### config.mk
export PLATFORM = sky130hd
export DESIGN_NAME = ex_wb_pipe_stage
export DESIGN_NICKNAME = d
export VERILOG_FILES = /design/src/rtl/pipe_pkg.sv /design/src/rtl/stage_skid_buf.sv /design/src/rtl/ex_wb_pipe_stage.sv
export SDC_FILE = /design/constraint.sdc
export NUM_CORES = 1
export LEC_CHECK = 0
export ABC_AREA = 1
export CELL_PAD_IN_SITES_DETAIL_PLACEMENT = 1
export CELL_PAD_IN_SITES_GLOBAL_PLACEMENT = 1
export CORE_MARGIN = 1.5
export CORE_UTILIZATION = 37
export CTS_CLUSTER_SIZE = 20
export DETAILED_ROUTE_END_ITERATION = 10
export PLACE_DENSITY = 0.84
export SYNTH_ARGS = -nofsm -noshare
export SYNTH_HDL_FRONTEND = slang
export SYNTH_SLANG_ARGS = --single-unit
### constraint.sdc
create_clock -name Clk -period 3.2 [get_ports Clk]
set_clock_uncertainty 0.05 [all_clocks]
set_input_delay 0.64 -clock Clk [delete_from_list [all_inputs] [get_ports Clk]]
set_output_delay 0.64 -clock Clk [all_outputs]
set_load 0.1 [all_outputs]
### src/rtl/pipe_pkg.sv
// Shared definitions for the EX->WB pipeline stage: state encoding, default widths
// and the writeback entry layout.
package pipe_pkg;

  localparam logic [1:0] ST_EMPTY = 2'd0;
  localparam logic [1:0] ST_FULL  = 2'd1;
  localparam logic [1:0] ST_SKID  = 2'd2;

  localparam int DEFAULT_DATA_W = 8;
  localparam int DEFAULT_RD_W   = 3;

  typedef enum logic [1:0] {
    S_EMPTY = ST_EMPTY,
    S_FULL  = ST_FULL,
    S_SKID  = ST_SKID
  } skid_state_e;

  typedef struct packed {
    logic                    reg_write;
    logic [DEFAULT_RD_W-1:0] rd;
    logic [DEFAULT_DATA_W-1:0] data;
  } wb_entry_t;

endpackage

### src/rtl/stage_skid_buf.sv
// Generic 2-entry skid buffer with valid/ready handshake and synchronous flush.
// in_ready and out_valid decode from state only, so ready never ripples upstream.
module stage_skid_buf
  import pipe_pkg::*;
#(
  parameter int              W          = 8,
  parameter logic [W-1:0]    FLUSH_MASK = '0   // bits cleared in both entries on flush
) (
  input  logic         Clk,
  input  logic         Reset,
  input  logic         flush,
  input  logic         in_valid,
  output logic         in_ready,
  input  logic [W-1:0] in_data,
  output logic         out_valid,
  input  logic         out_ready,
  output logic [W-1:0] out_data
);

  skid_state_e  state;
  logic [W-1:0] main_q;
  logic [W-1:0] skid_q;
  logic         acc;
  logic         dep;

  assign in_ready  = (state != S_SKID);
  assign out_valid = (state != S_EMPTY);
  assign out_data  = main_q;
  assign acc       = in_valid & in_ready;
  assign dep       = out_valid & out_ready;

  // NOTE: both entries are plain registers with an async reset, so the out_* fields
  // read as zero straight after reset rather than as stale data.
  always_ff @(posedge Clk or negedge Reset) begin
    if (!Reset) begin
      state  <= S_EMPTY;
      main_q <= '0;
      skid_q <= '0;
    end else if (flush) begin
      state  <= S_EMPTY;
      main_q <= main_q & ~FLUSH_MASK;
      skid_q <= skid_q & ~FLUSH_MASK;
    end else begin
      unique case (state)
        S_EMPTY: begin
          if (acc) begin
            main_q <= in_data;
            state  <= S_FULL;
          end
        end
        S_FULL: begin
          if (acc && dep) begin
            main_q <= in_data;
          end else if (acc) begin
            skid_q <= in_data;
            state  <= S_SKID;
          end else if (dep) begin
            state  <= S_EMPTY;
          end
        end
        S_SKID: begin
          if (dep) begin
            main_q <= skid_q;
            state  <= S_FULL;
          end
        end
        default: state <= S_EMPTY;
      endcase
    end
  end

endmodule

### src/rtl/ex_wb_pipe_stage.sv
// EX->WB pipeline stage: skid-buffered {reg_write, rd, data} plus forwarding compare.
// Optional stall counter built when STAGE_PERF_CNT_EN is defined.
module ex_wb_pipe_stage
  import pipe_pkg::*;
#(
  parameter int DATA_W       = DEFAULT_DATA_W,
  parameter int RD_W         = DEFAULT_RD_W,
  parameter int R0_HARDWIRED = 0
) (
  input  logic              Clk,
  input  logic              Reset,
  input  logic              flush,
  input  logic              in_valid,
  output logic              in_ready,
  input  logic              in_reg_write,
  input  logic [RD_W-1:0]   in_rd,
  input  logic [DATA_W-1:0] in_data,
  output logic              out_valid,
  input  logic              out_ready,
  output logic              out_reg_write,
  output logic [RD_W-1:0]   out_rd,
  output logic [DATA_W-1:0] out_data,
  input  logic [RD_W-1:0]   src_a,
  input  logic [RD_W-1:0]   src_b,
  output logic              fwd_a_hit,
  output logic              fwd_b_hit,
  output logic [DATA_W-1:0] fwd_data
`ifdef STAGE_PERF_CNT_EN
  ,
  output logic [15:0]       stall_cnt
`endif
);

  localparam int             ENT_W    = 1 + RD_W + DATA_W;
  localparam logic [ENT_W-1:0] RW_MASK = {1'b1, {(ENT_W-1){1'b0}}};
  localparam bit             R0_IS_HW = (R0_HARDWIRED != 0);

  logic [ENT_W-1:0]  in_ent;
  logic [ENT_W-1:0]  head_ent;
  logic              head_rw;
  logic              head_can_fwd;

  assign in_ent = {in_reg_write, in_rd, in_data};

  stage_skid_buf #(
    .W          (ENT_W),
    .FLUSH_MASK (RW_MASK)
  ) u_skid (
    .Clk       (Clk),
    .Reset     (Reset),
    .flush     (flush),
    .in_valid  (in_valid),
    .in_ready  (in_ready),
    .in_data   (in_ent),
    .out_valid (out_valid),
    .out_ready (out_ready),
    .out_data  (head_ent)
  );

  assign {head_rw, out_rd, out_data} = head_ent;
  assign out_reg_write = out_valid & head_rw;
  assign fwd_data      = out_data;

  // Only the head is compared; a younger skid entry holds in_ready low, which stalls EX.
  assign head_can_fwd = out_reg_write & ~(R0_IS_HW & (out_rd == '0));
  assign fwd_a_hit    = head_can_fwd & (out_rd == src_a);
  assign fwd_b_hit    = head_can_fwd & (out_rd == src_b);

`ifdef STAGE_PERF_CNT_EN
  // Saturating count of cycles WB refused a valid head; flush leaves it alone.
  always_ff @(posedge Clk or negedge Reset) begin
    if (!Reset) begin
      stall_cnt <= '0;
    end else if (out_valid && !out_ready && (stall_cnt != 16'hFFFF)) begin
      stall_cnt <= stall_cnt + 16'd1;
    end
  end
`endif

endmodule
Word-level counts from Yosys, hierarchy flattened --
Index checks and enable logic that the tools add are counted.
Storage, ports and cells: register bits after elaboration 26, input bits 23, output and inout port bits 24, word-level logic and storage cells 54
Operators by class: equal/unequal tests 14, muxes and demuxes 16, bitwise gates (word level) 7, reductions and logical operators 12
Operator list (count):
- 2-to-1 mux 12 bit | 8
- one-hot mux 12 bit (3 select lines) | 1
- 2-to-1 mux 2 bit | 6
- AND reduction 4 bit | 3
- != test 3 x 2 -> 1 bit, second input constant | 3
- == test 3 bit | 2
- != test 2 x 1 -> 1 bit, second input constant | 3
- one-hot mux 2 bit (3 select lines) | 1
- nonzero test 2 bit | 3
- AND 1 bit | 5
- AND reduction 5 bit | 1
- != test 2 bit, second input constant | 2
- != test 4 x 2 -> 1 bit, second input constant | 1
- nonzero test 4 bit | 1
- != test 3 bit, second input constant | 1
- AND reduction 3 bit | 1
- nonzero test 3 bit | 1
- == test 2 x 1 -> 1 bit, second input constant | 1
- == test 2 bit, second input constant | 1
- logical NOT 2 bit | 1
- NOT 1 bit | 2
- logical AND 1 bit | 1

Longest topological paths before layout --
depth in word-level cells 7, depth in mapped cells 9

Hierarchy --
Synthesis repeated with hierarchy kept, for this count alone.
Unflattened totals: cells, all modules 199, area, all modules 1586.5 um^2
By module, submodules not included:
- stage_skid_buf | instances 1, cells each 160, area each 1405.1 um^2, sequential area each 650.6 um^2
- ex_wb_pipe_stage | instances 1, cells each 39, area each 181.4 um^2, sequential area each 0.0 um^2

Least setup slack after synthesis --
OpenSTA, ideal clock, no wires.
path type register to output, from reg u_skid.state[0], to out fwd_a_hit, data arrival time 4.406 ns, slack -1.896 ns, cell stages (with the launch flop) 6, path through dfrtp_1 -> inv_1 -> ha_1 -> nor2_1 -> o21ai_0 -> nor3_1
Between the ends: longest elaborated chain between the ends 3
Ends and longest elaborated chain:
- start, declared | line stage_skid_buf.sv:20 | skid_state_e state;
- start signal, assigned | line stage_skid_buf.sv:36 | state <= S_EMPTY;
- start signal, assigned | line stage_skid_buf.sv:40 | state <= S_EMPTY;
- start signal, assigned | line stage_skid_buf.sv:48 | state <= S_FULL;
- nonzero test 2 bit | line stage_skid_buf.sv:27 | assign out_valid = (state != S_EMPTY);
- AND 1 bit | line ex_wb_pipe_stage.sv:61 | assign out_reg_write = out_valid & head_rw;
- via out_reg_write | line ex_wb_pipe_stage.sv:20 | output logic out_reg_write,
- AND 1 bit | line ex_wb_pipe_stage.sv:66 | assign fwd_a_hit = head_can_fwd & (out_rd == src_a);
- end, declared | line ex_wb_pipe_stage.sv:25 | output logic fwd_a_hit,
The timed path passes the listed nets, and every way through them passes these cells.

Worst setup path after layout --
from reg u_skid.state[1], to out fwd_b_hit
Between the ends: longest elaborated chain between the ends 3
Ends and longest elaborated chain:
- nonzero test 2 bit | line stage_skid_buf.sv:27
- AND 1 bit | line ex_wb_pipe_stage.sv:61
- AND 1 bit | line ex_wb_pipe_stage.sv:67 | assign fwd_b_hit = head_can_fwd & (out_rd == src_b);
- end, declared | line ex_wb_pipe_stage.sv:26 | output logic fwd_b_hit,
No other way between the ends.

==> reports/qor.txt <==
======================================================================================================
Fraction of synthesized area in multiplexers                                                        0%
Number of antenna-violating nets in the routed design                                                0
Share of cells above drive strength 1                                                           19.34%
Total Die Area                                                                                4909 um2
Number of maximum-capacitance constraint violations                                                  0
Post-Syn Area                                                                                 1664 um2
# nets final                                                                                       273
Chip Width                                                                                    70.07 um
Gates resized, CTS repair                                                                            0
CTS sink cnt                                                                                        26
Launch point of the worst reg-to-reg path                                                 u_skid.state[0]$_DFFE_PN0P_
Simple-gate area share of the yosys netlist                                                     27.82%
Synthesized instance count                                                                         218
EDFF count, synth                                                                                    0
Final period utilization                                                                        78.58%
Crit path cell chain                                                                      inv_1 -> ha_1 -> nor2_4 -> o21ai_0 -> nor3_4 -> buf_12
Synthesized-area fraction occupied by ao, oa, aoi and oai cells                                 9.925%
Area taken by flip-flops and latches                                                         650.6 um2
R2r worst-path depth                                                                                 7
Number of remaining DRC errors                                                                       0
Fin crit period                                                                               2.515 ns
Worst min-delay path class                                                                register to register
Fillers                                                                                            532
Clk Latency, worst-skew pair                                                                   0.27 ns
Count of final max-slew check failures                                                               0
Most used standard cells in the synthesized netlist                                       sky130_fd_sc_hd__nand2_1, sky130_fd_sc_hd__dfrtp_1, sky130_fd_sc_hd__inv_1
CP max FO                                                                                            5
FF+latch count, synth                                                                               26
Clock transition at the register clock pins on the worst setup and hold paths after CTS        0.09 ns
First drt pass iteration count                                                                       4
RSZ-0062 raised after global routing                                                                no
Instance area at placement                                                                    1997 um2
CTS tree                                                                                         built
Post-Syn Nets                                                                                      247
Element type at the critical path end                                                     primary output
Reg-to-reg endpoint                                                                       u_skid.skid_q[1]$_DFFE_PN0P_
Worst Hold Path EP                                                                        u_skid.out_data[11]$_DFFE_PN0P_
Iteration-0 DRC count of the detailed router                                                        59
Total number of placement rows                                                                      24
Dominant combinational cell family by area after synthesis                                simple AND/OR/NAND/NOR gates
Post-detailed-routing wire length                                                              3778 um
Number of buffers inserted during clock tree synthesis                                               3
Warning count from the yosys run                                                                     0
Total gr overflow                                                                                    0
Ys flop type                                                                              sky130_fd_sc_hd__dfrtp_1
Leading post-synthesis cells by cell area                                                 sky130_fd_sc_hd__dfrtp_1, sky130_fd_sc_hd__nand2_1, sky130_fd_sc_hd__buf_4
DP Wirelength                                                                                  2922 um
First-pass GRT wire length                                                                     6624 um
Average wire length per cell after detail routing                                             12.81 um
Number of hold buffers added after cts                                                               0
Async set or reset register ratio after synthesis                                               100.0%
Class of the most critical setup path                                                     register to primary output
Synthesis-to-layout area growth                                                                 24.29%
Buffer cell driving the clock tree root                                                   sky130_fd_sc_hd__clkbuf_8
Number of instances on the worst hold path                                                           2
H-Tree Level Count                                                                                   1
Via count of the first global-routing pass                                                        1420
Highest achievable clock rate                                                                397.7 MHz
Vertical die dimension                                                                        70.07 um
DP Worst Slack                                                                               0.7387 ns
Endpoints failing hold                                                                               0
Outcome                                                                                   finished, final reports clean
Combined area of the multi-input logic cells                                                 750.7 um2
Summed negative setup slack over all endpoints                                                    0 ns
Placer Congestion                                                                               0.8265
Initial cell density of the core                                                                38.22%
Cell taking the most area after synthesis                                                 sky130_fd_sc_hd__dfrtp_1
Number of top-level design ports                                                                    47
Min setup slack post-route                                                                   0.6854 ns
Via density per instance                                                                         4.844
Number of setup violations in the final report                                                       0
Global router's overall resource usage                                                          16.35%
Xor/xnor cell area share of the yosys netlist                                                   1.053%
Area share of the largest cell type after synthesis                                             39.10%
Critical Path RT                                                                               2.51 ns
CP startpoint kind                                                                            register
Post-CTS Repair Setup Buffers                                                                        0
Count of inserted antenna diode cells                                                                0
Design area                                                                                   2068 um2
R2R Setup Slk                                                                                  0.83 ns
Core box area                                                                                 4354 um2
Library cells used by synthesis                                                                     24
Antenna violations before repair                                                                     0
Critical-path cell with the highest stage delay                                           sky130_fd_sc_hd__dfrtp_1
Startpoint of the lowest-slack hold path                                                  u_skid.out_data[11]$_DFFE_PN0P_
Bufs on Longest Clock Path                                                                           2
Tightest slew margin relative to the limit                                                      52.43%
Most frequent cell after synthesis                                                        sky130_fd_sc_hd__nand2_1
Delay of the slowest cell on the worst path                                                    0.43 ns
DR vias                                                                                           1429
Core utilization of the finished layout                                                         47.50%
Slew of the pin with the lowest slew margin                                                  0.7136 ns
Largest net degree at the start of global routing                                                   27
Count of input and output buffers                                                                   46
Sequential element share of the synthesized area                                                39.10%
Adder-cell share of the synthesized area                                                        4.511%
Mean post-synth cell area                                                                    7.633 um2
Worst endpoint data arrival time                                                               1.82 ns
======================================================================================================
-- area by class of cell --
cell class                 count  share of cell area, %
multi-input combinational    141                  36.30
timing repair buffer          48                  21.29
clock inverter                 1                  1.452
sequential                    26                  31.46
clock buffer                   3                  1.996
inverter                      24                  4.356
tap                           52                  3.146
-- logic make-up after synthesis --
group,Yosys count
flops,26
xor+xnor,2
compound gates,29
fa+ha+maj,6
simple gates,104
buf+inv,51
-- routing by layer --
| metal | global-route usage (%) | wire length [um] |
|---|---|---|
| met3 | 1.010 | 90 |
| met2 | 28.04 | 1878 |
| met1 | 22.43 | 1779 |
| met5 | 0 | 0 |
| met4 | 4.487 | 29 |
-- how the worst max path moves through the flow --
stage                                start                           end  slack, ns
2_1_floorplan  u_skid.state[0]$_DFFE_PN0P_                     fwd_a_hit       0.12
3_3_place_gp                      src_b[2]                     fwd_b_hit       0.78
3_5_place_dp                      src_b[2]                     fwd_b_hit       0.74
4_1_cts        u_skid.state[0]$_DFFE_PN0P_                     fwd_b_hit       0.66
5_1_grt        u_skid.state[0]$_DFFE_PN0P_  u_skid.skid_q[1]$_DFFE_PN0P_       0.54
6_report       u_skid.state[1]$_DFFE_PN0P_                     fwd_b_hit       0.69
-- through the flow --
| step | hold slack [ns] | instances |
|---|---|---|
| after floorplan | 0.2944 | 218 |
| after global placement | 0.4160 | 291 |
| after detailed placement | 0.4261 | 291 |
| after CTS | 0.4492 | 295 |
| after global routing | 0.4606 | 295 |
| final | 0.4397 | 295 |
-- state kept, by name, indices dropped and copies added, names as in the netlist --
signal	flops
u_skid.out_data	12
u_skid.skid_q	12
u_skid.state	2
-- cells in the final DEF, fill, tap and decap left out, types with 2 or more instances in the layout --
master                            count
sky130_fd_sc_hd__nand2_2              2
sky130_fd_sc_hd__nor2_2               2
sky130_fd_sc_hd__buf_12               2
sky130_fd_sc_hd__nand3_1              7
sky130_fd_sc_hd__ha_1                 6
sky130_fd_sc_hd__clkdlybuf4s50_1     22
sky130_fd_sc_hd__buf_4               24
sky130_fd_sc_hd__nor3_4               2
sky130_fd_sc_hd__clkbuf_8             3
sky130_fd_sc_hd__dfrtp_1             26
sky130_fd_sc_hd__nor2_1               9
sky130_fd_sc_hd__inv_1               23
sky130_fd_sc_hd__nand2_1             64
sky130_fd_sc_hd__or2_2                2
sky130_fd_sc_hd__xor2_1               2
sky130_fd_sc_hd__o21ai_2              5
sky130_fd_sc_hd__o21ai_0             15
sky130_fd_sc_hd__nand4_1             12
sky130_fd_sc_hd__o21ai_1              7
-- worst max-delay path: cells and delay by family (launching register included) --
| kind | cells | cell delay (ns) |
|---|---|---|
| simple gates | 2 | 0.38 |
| fa+ha+maj | 1 | 0.28 |
| compound gates | 1 | 0.16 |
| flops | 1 | 0.43 |
| buf+inv | 2 | 0.30 |
Power is left out: the tool's default activity adds up to more than one toggle a clock period on the data nets, which glitch-free logic cannot reach.
